==> src/rtl/msg_detector_scheduler.sv <==
// Round-robin scheduler sharing one serial 4-ones detector among N requesters.
// Grants a word, clears the detector, shifts the word MSB first, reports hits.
module msg_detector_scheduler #(
  parameter int N  = 4,
  parameter int W  = 8,
  parameter int HW = 4
) (
  input  logic                 clk,
  input  logic                 reset,
  input  logic [N-1:0]         req,
  input  logic [N*W-1:0]       words,
  output logic [N-1:0]         gnt,
  output logic                 busy,
  output logic                 det_reset,
  output logic                 det_bit,
  input  logic                 det_hit,
  output logic                 res_valid,
  input  logic                 res_ready,
  output logic [$clog2(N)-1:0] res_id,
  output logic [HW-1:0]        res_hits
);

  localparam int IW = $clog2(N);
  localparam int CW = (W > 1) ? $clog2(W) : 1;

  typedef enum logic [2:0] {
    IDLE,
    CLEAR,
    SHIFT,
    DRAIN,
    DONE
  } state_t;

  state_t        state;
  logic [IW-1:0] ptr;
  logic [IW-1:0] sel;
  logic [IW-1:0] idx;
  logic [IW-1:0] nxt_ptr;
  logic          found;
  logic [W-1:0]  sel_word;
  logic [W-1:0]  shreg;
  logic [CW-1:0] bit_cnt;
  int            j;

  // Scan ptr, ptr+1, ... mod N for the first asserted request
  always_comb begin
    found    = 1'b0;
    sel      = '0;
    idx      = '0;
    j        = 0;
    sel_word = '0;
    for (int i = 0; i < N; i++) begin
      j = int'(ptr) + i;
      if (j >= N) j = j - N;
      idx = IW'(j);
      if (!found && req[idx]) begin
        found = 1'b1;
        sel   = idx;
      end
    end
    for (int i = 0; i < N; i++) begin
      if (IW'(i) == sel) sel_word = words[i*W +: W];
    end
  end

  assign nxt_ptr = (sel == IW'(N-1)) ? '0 : sel + 1'b1;

  always_comb begin
    gnt = '0;
    if (state == IDLE && found && !reset) gnt[sel] = 1'b1;
  end

  assign busy      = (state != IDLE);
  assign res_valid = (state == DONE);
  assign det_reset = reset | (state == CLEAR);
  assign det_bit   = (state == SHIFT) & shreg[W-1];

  always_ff @(posedge clk) begin
    if (reset) begin
      state    <= IDLE;
      ptr      <= '0;
      shreg    <= '0;
      bit_cnt  <= '0;
      res_id   <= '0;
      res_hits <= '0;
    end else begin
      unique case (state)
        IDLE: begin
          if (found) begin
            shreg    <= sel_word;
            res_id   <= sel;
            res_hits <= '0;
            ptr      <= nxt_ptr;
            state    <= CLEAR;
          end
        end
        CLEAR: begin
          bit_cnt <= '0;
          state   <= SHIFT;
        end
        SHIFT: begin
          shreg <= shreg << 1;
          if (bit_cnt == CW'(W-1)) state <= DRAIN;
          else bit_cnt <= bit_cnt + 1'b1;
        end
        DRAIN: state <= DONE;
        DONE: if (res_ready) state <= IDLE;
        default: state <= IDLE;
      endcase
      // DRAIN still counts: the last bit's hit shows up one edge late
      if ((state == SHIFT || state == DRAIN) &&
          det_hit && res_hits != '1)
        res_hits <= res_hits + 1'b1;
    end
  end

endmodule

==> config.mk <==
export PLATFORM = sky130hd
export DESIGN_NAME = msg_detector_scheduler
export DESIGN_NICKNAME = d
export VERILOG_FILES = /design/src/rtl/msg_detector_scheduler.sv
export SDC_FILE = /design/constraint.sdc
export NUM_CORES = 1
export LEC_CHECK = 0
export CAP_MARGIN = 0
export CORE_ASPECT_RATIO = 1.4
export CORE_MARGIN = 8
export CORE_UTILIZATION = 64
export CTS_CLUSTER_SIZE = 10
export DETAILED_ROUTE_END_ITERATION = 8
export DONT_BUFFER_PORTS = 1
export PLACE_DENSITY_LB_ADDON = 0.15
export SLEW_MARGIN = 20
export SYNTH_ARGS = -nofsm -noshare
export SYNTH_HDL_FRONTEND = slang
export SYNTH_SLANG_ARGS = --single-unit
==> constraint.sdc <==
create_clock -name clk -period 7.94 [get_ports clk]
set_clock_uncertainty 0.2 [all_clocks]
set_input_delay 1.588 -clock clk [delete_from_list [all_inputs] [get_ports clk]]
set_output_delay 1.588 -clock clk [all_outputs]
set_load 0.03 [all_outputs]
Word-level counts from Yosys, hierarchy flattened
Cells that the tools add are included.

Bits in registers: 22. Bits of input ports: 40. Output and inout bits: 14. Word-level logic and storage cells: 106.

Add/sub/neg operators: 10. Order comparisons: 10. Equal/unequal tests: 14. Muxes and demuxes: 39. Bitwise logic cells: 2. Reductions and logical operators: 25.

Operators with widths (count): 8-bit 2-to-1 mux (5); 2-bit 2-to-1 mux (9); 4-bit 2-to-1 mux (4); 8-bit case mux with 2 select lines (1); 2-bit by 3-bit less-than comparator with 1-bit output, second input constant (5); 3-bit case mux with 5 select lines (1); 3-bit 2-to-1 mux (4); 3-bit greater-or-equal comparator, second input constant (3); 1-bit 2-to-1 mux (9); 1-bit binary-select mux with 2-bit select (4); 1-bit logical AND (8); 2-bit AND reduction (4); 2-bit nonzero test (4); 2-bit by 1-bit subtractor with 2-bit output, second input constant (4); 2-bit by 2-bit adder with 3-bit output, second input constant (2); 3-bit by 2-bit == test with 1-bit output, second input constant (2); 3-bit == test, second input constant (2); 3-bit case mux with 2 select lines (1); 4-bit by 1-bit adder with 4-bit output, second input constant (1); 2-bit == test, first input constant (2); 1-bit logical NOT (4); 2-bit by 1-bit != test with 1-bit output, second input constant (2); 2-bit != test, second input constant (2); 4-bit != test, second input constant (1); other kinds (16) (16).

Longest topological paths before layout
Word-level depth: 21. Depth in mapped cells: 9. Depth with buffers taken out: 9.

Worst setup path before layout
Ideal clock, no wire load.

Path type: input to output. Start point: input port req[0]. End point: output port gnt[1]. Data arrival time: 3.094 ns. Required time: 6.152 ns. Setup slack: 3.058 ns. Stages: 6. Path buffers: 1. Cells stage by stage: nand2_1 -> and3_1 -> o32ai_1 -> ha_1 -> clkbuf_1 -> and2_1.

Cells in the longest elaborated chain, start to end: 17. Elaborated cells between the ends (all ways): 30. Classes of those cells: order compare: 2; mux: 19; reduce/logical: 9.

Ends and longest elaborated chain: from (decl) (line 10) `input logic [N-1:0] req,`; 1-bit binary-select mux with 2-bit select (line 56) `if (!found && req[idx]) begin`; 1-bit 2-to-1 mux (implied by the code) (line 56); 1-bit 2-to-1 mux (line 56); 1-bit logical NOT (line 56); 1-bit logical AND (line 56); 1-bit 2-to-1 mux (line 56); 1-bit logical NOT (line 56); 1-bit logical AND (line 56); 1-bit 2-to-1 mux (line 56); 1-bit logical NOT (line 56); 1-bit logical AND (line 56); 2-bit 2-to-1 mux (line 56); 2-bit by 3-bit less-than comparator with 1-bit output (implied by the code) / 2-bit by 1-bit greater-or-equal comparator with 1-bit output (equally long branches) (line 70) `if (state == IDLE && found && !reset) gnt[sel] = 1'b1;`; 1-bit logical AND (implied by the code) (line 70); 1-bit 2-to-1 mux (implied by the code) (line 70); 1-bit demux with 2-bit select (line 70); 4-bit 2-to-1 mux (*) (line 70); to (decl) (line 12) `output logic [N-1:0] gnt,`.

Every way passes the cells marked *; elsewhere a longest branch is shown, timed or not. The select of a mux whose other input is x is not followed.

Worst setup path after layout
Start point: input port req[2]. End point: output port gnt[3].

Cells in the longest elaborated chain, start to end: 17. Elaborated cells between the ends (all ways): 30. Classes of those cells: order compare: 2; mux: 19; reduce/logical: 9.

Ends and longest elaborated chain: 1-bit binary-select mux with 2-bit select (line 56); 1-bit 2-to-1 mux (implied by the code) (line 56); 1-bit 2-to-1 mux (line 56); 1-bit logical NOT (line 56); 1-bit logical AND (line 56); 1-bit 2-to-1 mux (line 56); 1-bit logical NOT (line 56); 1-bit logical AND (line 56); (+2 left out); 1-bit logical AND (line 56); 2-bit 2-to-1 mux (*) (line 56); net sel[0] (line 36) `logic [IW-1:0] sel;`; 2-bit by 3-bit less-than comparator with 1-bit output (implied by the code) / 2-bit by 1-bit greater-or-equal comparator with 1-bit output (equally long branches) (line 70); 1-bit logical AND (implied by the code) (line 70); 1-bit 2-to-1 mux (implied by the code) (line 70); 1-bit demux with 2-bit select (*) (line 70); 4-bit 2-to-1 mux (*) (line 70).

The timed path passes the listed nets; every way through them passes the cells marked *. The select of a mux whose other input is x is not followed.

==> results by group <==
Yosys
  – Main area contributors after synthesis: dfxtp_1 (30%), o32ai_2 (7.9%), ha_1 (6.1%)
  – Most common cell in the netlist: dfxtp_1
  – Top-area cell type share of the netlist area: a little under a third
  – Synth Cell Area: 1450 µm²
  – Sequential area share after synthesis: a little under a third
  – Avg Inst Size Synth: 8.41 µm²
  – EDFF count, synth: 0
  – Ys Warns: 0
  – #FFs+latches synth: 22
  – Gate Count Post-Synth: 172
  – Yosys top cell by area: dfxtp_1
  – Net Count, Synth: 219
  – Synth cell types: 43
  – Top cells by count, synth: dfxtp_1 (22), nor2_1 (15), a21oi_1 (12), nand2_1 (9), a22oi_1 (8)
  – Ys async rst share: 0%
  – Ys flop type: dfxtp_1

Critical path
  – Setup crit end kind: output port
  – Crit path top cell by count: o21ai_0
  – Kind of critical path: primary input to output port
  – Worst Path Arrival: ~3.3 ns
  – Critical Path Slowest Stage Cell: nor2_1
  – Crit path max fanout: 8
  – Worst Path Required: 6.15 ns
  – CP peak stage delay: 0.48 ns
  – Critical Path Source Type: primary input
  – Crit-path cells: nor2b_1 > o21ai_0 > o21ai_0 > nor3_1 > ha_1 > inv_1 > nor2_1

Die
  – Num ports: 54
  – Die area: 4060 µm²
  – Row count: 20
  – Die height: 72.3 µm
  – CORE AREA: roughly 2200 µm²
  – Initial core utilization: 67.2%
  – Die W: 56.2 µm

Clock network
  – Clk sinks: 22
  – Post-CTS Setup Inserts: 0
  – Reg clk slew, reported paths: 0.12 ns
  – Root buf cell: clkbuf_4
  – TritonCTS clock tree: yes
  – # hold bufs at CTS: 0
  – H-Tree Depth: 1
  – Post-CTS sizing: 0
  – Clock latency on the worst-skew pair: just over 0.3 ns
  – Clk buf depth: 2
  – Num CTS Buffers: 3

Detailed routing
  – Drt via density: 6.95
  – Routed vias: 1,300
  – Iter 0 DRT Violations: 53
  – Remaining antenna violation count: 0
  – Total iterations of the first detailed-routing run: 4
  – DRC viols: 0
  – Final WL: 3640 µm
  – Mean routed wirelength per cell: 19.5 µm

STA
  – Period Utilization, post-route: 63.9%
  – RSZ-0062 raised after global routing: false
  – Final Max Slew Viols: 0
  – Endpoints failing hold: 0
  – Min Tclk post-route: 5.08 ns
  – Fin Setup TNS: 0 ns
  – Slew @ Worst Pin: roughly 0.9 ns
  – Maximum clock frequency: slightly below 0.2 GHz
  – Final setup vio count: 0
  – Slew headroom: 39.0%

Layout
  – Layout cell share with drive strength beyond 1: 9.09%
  – Fillers: 187
  – Ant. Diodes: 0
  – Nets: between 200 and 250
  – Multi-input logic area: approximately 920 µm²
  – Flip-flop and latch area: 440 µm²
  – Area Overhead vs Synth: 0.346%
  – Cell Count, Final, Fillers Out: about 190

Global route
  – Global-route total usage across every layer: 18.0%
  – Initial antenna violation count: 0
  – Largest net degree at the start of global routing: 27
  – Vias in the first global route: 1,332
  – GRT overflow: 0
  – First-pass GRT wire length: 6090 µm

Placement
  – Port Buffers: 0
  – DP Wirelength: 2840 µm
  – Final estimated routing congestion in global placement: 0.797
  – Placed insts: 183

Power
  – Pwr Density: 361 nW/µm²
  – Pleak: 0.517 nW
  – Max VDD drop: 217 µV

Run
  – Max Cap Violations: 0

Worst hold path
  – Tightest Hold Check Type: flip-flop to flip-flop

Status
  – Outcome: complete, no violations
-- power by group --
group	leakage [nW]	total, mW	switching (mW)	internal, mW
clock	0.0210	0.0626	0.0345	0.0281
sequential	0.180	0.183	0.0434	0.139
combinational	0.316	0.279	0.173	0.105
total	0.517	0.524	0.251	0.273
-- sequential cells by signal (all words and copies together) (netlist names) --
signal and cells:
bit_cnt 3, shreg 8, state 3, ptr 2
res_id 2, res_hits 4
-- layer usage --
layer | track usage, % | vias to the layer above | share of wire, %
met5 | 0 | - | 0
met4 | 9.38 | 0 | 2.8
met3 | 7.33 | 12 | 9.9
met2 | 30.2 | 49 | 50
met1 | 18.8 | 604 | 37
li1 | - | 635 | -
-- critical path: cells and delay by family --
kind,cells,cell delay [ns]
buf+inv,1,0.17
simple gates,3,0.87
fa+ha+maj,1,0.30
compound gates,2,0.35
-- metrics by stage --
stage	cell area [µm²]	hold WS [ns]	power, mW	utilization [%]	setup slack [ns]
6_report	1450	0.277	0.524	67.4	2.86
3_5_place_dp	1420	0.260	0.464	65.8	2.86
3_3_place_gp	1420	0.253	0.453	65.8	2.92
4_1_cts	1450	0.279	0.527	67.4	2.86
2_1_floorplan	1450	0.250	0.428	-	3.06
5_1_grt	1450	0.301	0.569	67.4	2.67
-- cells by family after synthesis --
family / count (synthesis) / share of synthesized area [%]
AOI/OAI and AO/OA: 58 / 31.7
xor gates and xnor gates: 2 / 1.21
adders and majority gates: 7 / 6.06
buffers and inverters: 17 / 5.62
DFF: 22 / 30.4
muxes: 2 / 1.38
and+or+nand+nor: 64 / 23.5
-- cells in the final DEF, fill, tap and decap left out, types with 5 or more instances in the layout --
cell and n:
o32ai_2 7, and2_1 5, nand2_1 9, inv_1 6, a22oi_1 8, nor2_1 15
nand2b_1 6, o22ai_1 5, dfxtp_1 22, nand3_1 6, a21oi_1 12, ha_1 7
-- final cells by class --
class / count / area share (%)
multi-input cells: 133 / 63.7
inverters: 6 / 1.55
well taps: 22 / 1.90
flip-flops and latches: 22 / 30.3
clock buffers: 4 / 2.50
-- path summary, 6_finish.rpt --
check,startpoint,end,slack [ns],depth (start not counted)
min reg2reg,bit_cnt[2]$_SDFFE_PP0P_,bit_cnt[2]$_SDFFE_PP0P_,0.28,2
max,req[2],gnt[3],2.86,7
min,bit_cnt[2]$_SDFFE_PP0P_,bit_cnt[2]$_SDFFE_PP0P_,0.28,2
max reg2reg,ptr[1]$_SDFFE_PP0N_,shreg[0]$_SDFFE_PP0P_,5.09,8
(Power assumes the default switching activity.)
